**src/rtl/l2_instruction_responder.sv**
```systemverilog
// -----------------------------------------------------------------------------
// l2_instruction_responder
//
// L2-side responder for L1 instruction-cache refills. Takes one missed word
// address from the L1 I-cache, reads the enclosing block from the backing
// memory one bus-width beat at a time, and returns the beats critical-beat
// first, wrapping around the block. Only one refill is in flight at a time.
//
// Ports
//   CLK, RST_N                 clock (rising edge) / asynchronous active-low reset
//   ADDRESS_TO_L2_VALID_INS    in   L1 miss request valid
//   ADDRESS_TO_L2_READY_INS    out  high only while idle
//   ADDRESS_TO_L2_INS          in   missed word address (any word in the block)
//   DATA_FROM_L2_VALID_INS     out  refill beat valid
//   DATA_FROM_L2_READY_INS     in   L1 accepts beat
//   DATA_FROM_L2_INS           out  refill beat, word 0 of the beat in [31:0]
//   MEM_REQ_VALID              out  backing-memory beat read request
//   MEM_REQ_READY              in   memory accepts request
//   MEM_ADDR                   out  beat-aligned word address
//   MEM_RDATA_VALID            in   read data valid, one pulse per accepted request
//   MEM_RDATA                  in   read data
//   BUSY                       out  refill in progress
// -----------------------------------------------------------------------------
module l2_instruction_responder #(
    parameter  int ADDRESS_WIDTH  = 32,
    parameter  int WORD_PER_BLOCK = 16,
    localparam int L2_BUS_WIDTH   = WORD_PER_BLOCK * 8
) (
    input  logic                     CLK,
    input  logic                     RST_N,
    input  logic                     ADDRESS_TO_L2_VALID_INS,
    output logic                     ADDRESS_TO_L2_READY_INS,
    input  logic [ADDRESS_WIDTH-3:0] ADDRESS_TO_L2_INS,
    output logic                     DATA_FROM_L2_VALID_INS,
    input  logic                     DATA_FROM_L2_READY_INS,
    output logic [L2_BUS_WIDTH-1:0]  DATA_FROM_L2_INS,
    output logic                     MEM_REQ_VALID,
    input  logic                     MEM_REQ_READY,
    output logic [ADDRESS_WIDTH-3:0] MEM_ADDR,
    input  logic                     MEM_RDATA_VALID,
    input  logic [L2_BUS_WIDTH-1:0]  MEM_RDATA,
    output logic                     BUSY
);

    localparam int BEATS    = WORD_PER_BLOCK * 32 / L2_BUS_WIDTH;
    localparam int WPB_BEAT = L2_BUS_WIDTH / 32;
    localparam int WAW      = ADDRESS_WIDTH - 2;       // word-address width
    localparam int OFF_W    = $clog2(WORD_PER_BLOCK);  // word offset within block
    localparam int SUB_W    = $clog2(WPB_BEAT);        // word offset within beat
    localparam int BEAT_W   = OFF_W - SUB_W;           // beat index within block
    localparam int BASE_W   = WAW - OFF_W;             // block number

    typedef enum logic [1:0] {
        S_IDLE,
        S_REQ,
        S_WAIT,
        S_SEND
    } state_e;

    state_e                    state_q,         state_d;
    logic [BASE_W-1:0]         base_q,          base_d;
    logic [BEAT_W-1:0]         beat_q,          beat_d;
    logic [BEAT_W-1:0]         count_q,         count_d;
    logic                      ready_q,         ready_d;
    logic                      data_valid_q,    data_valid_d;
    logic                      mem_req_valid_q, mem_req_valid_d;
    logic                      busy_q,          busy_d;
    logic [WAW-1:0]            mem_addr_q,      mem_addr_d;
    logic [L2_BUS_WIDTH-1:0]   data_q,          data_d;

    always_comb begin
        // NOTE: every signal gets its hold value first so no path through the
        // case statement leaves it unassigned, which would infer a latch.
        state_d    = state_q;
        base_d     = base_q;
        beat_d     = beat_q;
        count_d    = count_q;
        mem_addr_d = mem_addr_q;
        data_d     = data_q;

        unique case (state_q)
            S_IDLE: begin
                // ready_q is still low in the first cycle after reset release.
                if (ADDRESS_TO_L2_VALID_INS && ready_q) begin
                    base_d  = ADDRESS_TO_L2_INS[WAW-1:OFF_W];
                    beat_d  = ADDRESS_TO_L2_INS[OFF_W-1:SUB_W];
                    count_d = '0;
                    state_d = S_REQ;
                end
            end
            S_REQ: begin
                if (MEM_REQ_READY) begin
                    state_d = S_WAIT;
                end
            end
            S_WAIT: begin
                // Read data arriving in any other state is not ours and is dropped.
                if (MEM_RDATA_VALID) begin
                    data_d  = MEM_RDATA;
                    state_d = S_SEND;
                end
            end
            S_SEND: begin
                if (DATA_FROM_L2_READY_INS) begin
                    count_d = count_q + BEAT_W'(1);
                    // BEATS is a power of two, so the natural wrap of the
                    // beat index keeps the walk inside the block.
                    beat_d  = beat_q + BEAT_W'(1);
                    state_d = (count_q == BEAT_W'(BEATS - 1)) ? S_IDLE : S_REQ;
                end
            end
            default: state_d = S_IDLE;
        endcase

        // The address is formed on entry to REQ and stays put while REQ waits,
        // so it is stable for the whole memory handshake.
        if (state_d == S_REQ) begin
            mem_addr_d = {base_d, beat_d, {SUB_W{1'b0}}};
        end

        ready_d         = (state_d == S_IDLE);
        data_valid_d    = (state_d == S_SEND);
        mem_req_valid_d = (state_d == S_REQ);
        busy_d          = (state_d != S_IDLE);
    end

    // NOTE: sequential state uses non-blocking assignments only, so every flop
    // samples the pre-edge values regardless of statement order.
    always_ff @(posedge CLK or negedge RST_N) begin
        if (!RST_N) begin
            state_q         <= S_IDLE;
            base_q          <= '0;
            beat_q          <= '0;
            count_q         <= '0;
            ready_q         <= 1'b0;
            data_valid_q    <= 1'b0;
            mem_req_valid_q <= 1'b0;
            busy_q          <= 1'b0;
            mem_addr_q      <= '0;
            data_q          <= '0;
        end else begin
            state_q         <= state_d;
            base_q          <= base_d;
            beat_q          <= beat_d;
            count_q         <= count_d;
            ready_q         <= ready_d;
            data_valid_q    <= data_valid_d;
            mem_req_valid_q <= mem_req_valid_d;
            busy_q          <= busy_d;
            mem_addr_q      <= mem_addr_d;
            data_q          <= data_d;
        end
    end

    assign ADDRESS_TO_L2_READY_INS = ready_q;
    assign DATA_FROM_L2_VALID_INS  = data_valid_q;
    assign DATA_FROM_L2_INS        = data_q;
    assign MEM_REQ_VALID           = mem_req_valid_q;
    assign MEM_ADDR                = mem_addr_q;
    assign BUSY                    = busy_q;

endmodule

```
**config.mk**
```make
export PLATFORM = sky130hd
export DESIGN_NAME = l2_instruction_responder
export DESIGN_NICKNAME = d
export VERILOG_FILES = /design/src/rtl/l2_instruction_responder.sv
export SDC_FILE = /design/constraint.sdc
export NUM_CORES = 1
export LEC_CHECK = 0
export CELL_PAD_IN_SITES_DETAIL_PLACEMENT = 0
export CELL_PAD_IN_SITES_GLOBAL_PLACEMENT = 1
export CORE_ASPECT_RATIO = 0.9
export CORE_UTILIZATION = 35
export DETAILED_ROUTE_END_ITERATION = 16
export DONT_BUFFER_PORTS = 1
export MAX_ROUTING_LAYER = met4
export PLACE_DENSITY_LB_ADDON = 0.3
export REMOVE_ABC_BUFFERS = 1
export SETUP_SLACK_MARGIN = 0.05
export SYNTH_ARGS = -nofsm -noshare
export SYNTH_HDL_FRONTEND = slang
export SYNTH_SLANG_ARGS = --single-unit
```
**constraint.sdc**
```tcl
create_clock -name CLK -period 5 [get_ports CLK]
set_input_delay 1.5 -clock CLK [delete_from_list [all_inputs] [get_ports CLK]]
set_output_delay 1.5 -clock CLK [all_outputs]
set_load 0.005 [all_outputs]
```
==> results.json, run 1 <==
{
  "synth_top_area_share_pct": 64.8,
  "layout.nets": 628,
  "final_area_sq_um": 8250,
  "firstDrtPassIters": 4,
  "num_rows": 50,
  "grt_pass1_vias": 4132,
  "htreeDepth": 4,
  "ctsResizeCount": 0,
  "startpoint_type": "input pin",
  "rsz0062_at_grt": "no",
  "maxCapViolCount": 0,
  "hpwl_um": 10600,
  "p_clk_share_pct": 22.1,
  "min_to": "base_q[1]",
  "synth.largest_area_cell": "dfrtp_1",
  "setup_viol": 0,
  "drc_errors": 0,
  "drive_gt1_share_pct": 47.2,
  "crit_path_max_incr_delay_ns": 0.82,
  "fin_cells": 758,
  "cts_sinks": 192,
  "required_ns": 5.30,
  "num_vias": 3667,
  "min_from": "base_q[1]",
  "wl_per_cell_um": 19.9,
  "synth_cells": 458,
  "synthArstFlopShare_pct": 100,
  "clkLatencyLatePin_ns": 0.42,
  "hold_path_depth": 1,
  "hold_class": "flop to flop",
  "path_max_fanout": 73,
  "portBuffers": 0,
  "ys_seq_elements": 192,
  "max_slew_margin_pct": 40.2,
  "p_sw_w": 0.00187,
  "hold_viol": 0,
  "synth.distinct_cells": 36,
  "die_x_um": 155,
  "gp_congestion": 0.744,
  "synth_area_sq_um": 7410,
  "final_core_util_pct": 39.7,
  "grt.overflow.total": 0,
  "grt_max_degree": 193,
  "timing.final.crit_period_ns": 3.07,
  "crit_arrival_ns": 3.37,
  "dieArea_sq_um": 21800,
  "drtAntennaViolNets": 0,
  "cp_slowest_cell": "buf_4",
  "via_per_inst": 4.84,
  "yosysSeqAreaShare_pct": 64.8,
  "cts_tree": "built",
  "final.setup_skew_ns": 0.0110,
  "cts_buffer_depth": 2,
  "p_seq_share_pct": 50.1,
  "crit_chain": "nand2_4, buf_4, mux2_2",
  "r2r_slack_ns": 2.06,
  "clockRootBuffer": "clkbuf_16",
  "synth_edf_count": 0,
  "fillers": 1927,
  "dp_cells": 724,
  "reg2reg_depth": 5,
  "area_growth_pct": 11.3,
  "hold-worst-slack_ns": 0.491,
  "fin_crit_sh_pct": 61.4,
  "track_usage_pct": 14.2,
  "post-cts-setup-buffers": 0,
  "r2r_start": "state_q[0]",
  "power_density_nw_per_um2": 712,
  "cts_hold_buf": 0,
  "slew_viol_final": 0,
  "regArea_sq_um": 4800,
  "wl_um": 15100,
  "ir_drop_mv": 0.243,
  "p_int_w": 0.00401,
  "multi_input_area_sq_um": 2470,
  "initial_utilization_pct": 35.7,
  "numCtsBuffers": 17,
  "p_comb_share_pct": 27.8,
  "synth_flop_cell": "dfrtp_1",
  "fmax_mhz": 326,
  "antenna_found_initial": 2,
  "yosysWarnings": 0,
  "coreArea_sq_um": 20800,
  "io_pins": 326,
  "post_synth.cell_area_avg_sq_um": 16.2,
  "die_h_um": 140,
  "place_area_sq_um": 7670,
  "path_clk_slew_ns": 0.08,
  "r2r_end": "DATA_FROM_L2_INS[32]",
  "switching_share_pct": 31.8,
  "cpLargestDelayFamily": "buffers and inverters",
  "outcome": "finished, final reports clean",
  "worstSetupEndpointType": "flop",
  "worst_pin_slew_ns": 0.897,
  "crit_buf_inv": 1,
  "grt_pass1_wl_um": 22800,
  "synth_area_leaders": "dfrtp_1 65%, mux2_2 26%, mux2_4 1.8%",
  "crit_type": "input pin to flop",
  "p_leak_nw": 3.59,
  "drt_iter0_drc": 185
}
power by group through the flow:
stage / registers, W / clock network, W / logic, W
finish: 0.00295 / 0.00130 / 0.00163
global route: 0.00304 / 0.00141 / 0.00179
CTS: 0.00297 / 0.00135 / 0.00165
detailed placement: 0.00299 / 0 / 0.00165
global placement: 0.00298 / 0 / 0.00157
floorplan: 0.00277 / 0 / 0.00148
flip-flops by register name (all words and copies together) (netlist names):
name                     cells
DATA_FROM_L2_INS           128
MEM_ADDR                    28
base_q                      26
beat_q                       2
count_q                      2
state_q                      2
ADDRESS_TO_L2_READY_INS      1
BUSY                         1
DATA_FROM_L2_VALID_INS       1
MEM_REQ_VALID                1
layout make-up:
class,count,area share [%]
clock inverters,15,1.80
flip-flops and latches,192,58.2
clock buffers,17,5.16
well taps,286,4.34
inverters,7,0.319
diodes,2,0.0607
repair buffers,2,0.182
multi-input cells,237,29.9
cell families after synthesis:
logic type | after synthesis | synth area share (%)
AND/OR/NAND/NOR | 27 | 1.76
multiplexers | 183 | 28.2
AO/OA/AOI/OAI | 18 | 1.89
other | 1 | 0.0506
flip-flops | 192 | 64.8
adder cells (fa/ha/maj) | 7 | 1.18
buffers and inverters | 30 | 2.06
layout by cell type, fill, tap and decap left out, types with 2 or more instances in the layout:
cell type	n
clkinv_2	2
mux2_4	9
nand3_1	2
clkinv_4	4
mux2_2	173
clkinv_8	3
nand2b_1	2
a21oi_1	3
a221o_1	2
clkbuf_16	17
conb_1	2
nand2_1	9
buf_4	2
dfrtp_1	192
ha_1	7
inv_1	7
inv_6	5
a211oi_1	2
o21ai_0	4
nor2_1	6
diode_2	2
worst reg2reg max path: cells and delay by family (launching register included):
kind,cells,cell delay [ns]
buffers and inverters,2,0.98
multiplexers,1,0.48
flip-flops,1,0.47
AND/OR/NAND/NOR,1,0.60
adder cells (fa/ha/maj),1,0.30
worst max path at each step:
stage	slack [ns]	to	start	cells past startpoint
2_1_floorplan	-0.99	MEM_ADDR[10]	MEM_RDATA_VALID	5
3_3_place_gp	1.56	DATA_FROM_L2_INS[0]	MEM_RDATA_VALID	3
3_5_place_dp	1.47	DATA_FROM_L2_INS[86]	MEM_RDATA_VALID	3
4_1_cts	1.93	DATA_FROM_L2_INS[32]	MEM_RDATA_VALID	3
5_1_grt	1.81	MEM_ADDR[13]	MEM_RDATA_VALID	6
6_report	1.93	DATA_FROM_L2_INS[32]	MEM_RDATA_VALID	3
metal layers:
metal,global-route usage (%),share of wire [%]
met1,15.3,37
met2,24.3,54
met3,4.80,7.8
met4,5.06,1.2
met5,-,0
Yosys cell counts (all sizes together), types with 2 or more instances:
master,instances
nand2,11
ha,7
nand2b,2
clkbuf,13
a221o,2
nand3,2
dfrtp,192
inv,7
a21oi,3
buf,10
o21ai,5
a211oi,2
nor2,7
mux2,182
through the flow:
step	total power [W]	TNS [ns]	setup slack (ns)
after detailed placement	0.00464	0	1.47
final	0.00588	0	1.93
after global placement	0.00455	0	1.56
after global routing	0.00624	0	1.81
after CTS	0.00597	0	1.93
after floorplan	0.00424	-28.42	-0.991
Note: power is estimated with default switching activity, not from simulation.
==> run 2, diff against run 1 <==
==> constraint.sdc (replaced) <==
create_clock -name CLK -period 2.72 [get_ports CLK]
set_input_delay 0.816 -clock CLK [delete_from_list [all_inputs] [get_ports CLK]]
set_output_delay 0.816 -clock CLK [all_outputs]
set_load 0.005 [all_outputs]
==> results.json, run 2 (same netlist as run 1, synthesis figures left out) <==
{
  "coreArea_sq_um": 20800,
  "dieArea_sq_um": 21800,
  "hold_viol": 0,
  "track_usage_pct": 14.3,
  "cts_tree": "built",
  "initial_utilization_pct": 35.7,
  "slew_viol_final": 0,
  "crit_path_max_incr_delay_ns": 0.47,
  "layout_commonest_cell": "dfrtp_1",
  "via_per_inst": 4.80,
  "cts_sinks": 192,
  "cts_buffer_depth": 2,
  "fillers": 1931,
  "required_ns": 3.02,
  "maxCapViolCount": 0,
  "crit_arrival_ns": 2.73,
  "crit_chain": "inv_1, ha_1, nor3_1, o21ai_0, a31oi_2, inv_1, nor2_2, buf_12, mux2_2",
  "worstSetupEndpointType": "flop",
  "worst_pin_slew_ns": 0.785,
  "antenna_found_initial": 2,
  "largest_reg_flops": 128,
  "post-cts-setup-buffers": 0,
  "cpLargestDelayFamily": "flip-flops",
  "power_density_nw_per_um2": 1310,
  "p_int_w": 0.00743,
  "area_growth_pct": 11.9,
  "gp_congestion": 0.762,
  "fin_crit_sh_pct": 89.5,
  "timing.final.crit_period_ns": 2.43,
  "hpwl_um": 10500,
  "portBuffers": 0,
  "p_leak_nw": 3.61,
  "max_slew_margin_pct": 47.7,
  "clockRootBuffer": "clkbuf_16",
  "startpoint_type": "flop",
  "htreeDepth": 4,
  "drive_gt1_share_pct": 47.3,
  "most-common-layout-cells": "192 x dfrtp_1, 173 x mux2_2, 17 x clkbuf_16, 9 x nand2_1, 9 x mux2_4",
  "drc_errors": 0,
  "p_sw_w": 0.00344,
  "switching_share_pct": 31.7,
  "io_pins": 326,
  "hold_class": "input pin to asynchronous set/reset pin",
  "outcome": "finished, final reports clean",
  "grt_max_degree": 193,
  "path_clk_slew_ns": 0.08,
  "ir_drop_mv": 0.534,
  "p_seq_share_pct": 49.8,
  "grt_pass1_vias": 4022,
  "fmax_mhz": 411,
  "die_x_um": 155,
  "ctsResizeCount": 0,
  "setup_viol": 0,
  "wl_per_cell_um": 19.7,
  "cp_slowest_cell": "dfrtp_1",
  "rsz0062_at_grt": "no",
  "die_h_um": 140,
  "p_clk_share_pct": 22.1,
  "path_max_fanout": 29,
  "num_rows": 50,
  "clkLatencyLatePin_ns": 0.42,
  "final.setup_skew_ns": 0.0117,
  "layout.nets": 629,
  "cts_hold_buf": 0,
  "crit_top_cell": "inv_1",
  "wl_um": 15000,
  "crit_type": "flop to flop",
  "grt_pass1_wl_um": 22900,
  "grt.overflow.total": 0,
  "numCtsBuffers": 17,
  "num_vias": 3644,
  "p_comb_share_pct": 28.1,
  "p_total_w": 0.0109,
  "crit_buf_inv": 3,
  "drt_iter0_drc": 161,
  "final_core_util_pct": 39.9,
  "firstDrtPassIters": 4,
  "drtAntennaViolNets": 0
}
## run 2: power groups by stage
stage          registers, W  logic (W)  clock network [W]
6_report            0.00541    0.00306            0.00240
2_1_floorplan       0.00508    0.00271                  0
3_5_place_dp        0.00549    0.00311                  0
3_3_place_gp        0.00548    0.00294                  0
5_1_grt             0.00560    0.00336            0.00260
4_1_cts             0.00546    0.00311            0.00249
## run 2: final timing paths
path	cells after the start	startpoint	slack (ns)	endpoint
worst max-delay path	9	state_q[0]	0.29	MEM_ADDR[12]
worst min-delay path	0	RST_N	0.08	MEM_ADDR[5]
worst max register to register	9	state_q[0]	0.29	MEM_ADDR[12]
worst min register to register	1	base_q[0]	0.50	base_q[0]
max in group asynchronous	0	RST_N	2.08	MEM_ADDR[15]
min in group CLK	1	base_q[0]	0.50	base_q[0]
## run 2: final cells by class
cell class	instances	area (sq um)	share of cell area, %
well taps	286	358	4.32
diodes	2	5.00	0.0604
flip-flops and latches	192	4800	57.9
inverters	7	26.3	0.317
repair buffers	3	60.1	0.724
clock buffers	17	425	5.13
multi-input cells	237	2470	29.7
clock inverters	15	148	1.78
## run 2: per-stage QoR
stage                     cell area, sq um  hold slack [ns]  worst slack [ns]  setup TNS [ns]  cells
after floorplan                       7290            0.467             -2.59         -260.93    436
after global placement                7710            0.475             0.327               0    725
after detailed placement              7710            0.481             0.272               0    725
after CTS                             8290           0.0588             0.237               0    757
after global routing                  8290           0.0497            0.0549               0    759
final                                 8290           0.0808             0.287               0    759
## run 2: layer usage
layer,share of wire [%],track usage (%)
met3,7.5,4.89
met1,37,15.0
met4,0.87,4.39
met2,55,25.2
met5,0,-
==> run 3, diff against run 2 <==
--- a/config.mk
+++ b/config.mk
@@ -9,6 +9,7 @@
 export CELL_PAD_IN_SITES_GLOBAL_PLACEMENT = 1
 export CORE_ASPECT_RATIO = 0.9
 export CORE_UTILIZATION = 35
+export CTS_BUF_LIST = sky130_fd_sc_hd__clkbuf_16
 export DETAILED_ROUTE_END_ITERATION = 16
 export DONT_BUFFER_PORTS = 1
 export MAX_ROUTING_LAYER = met4
==> results of run 3 <==
No change in the layout: final DEF, timing and power equal those of run 2.
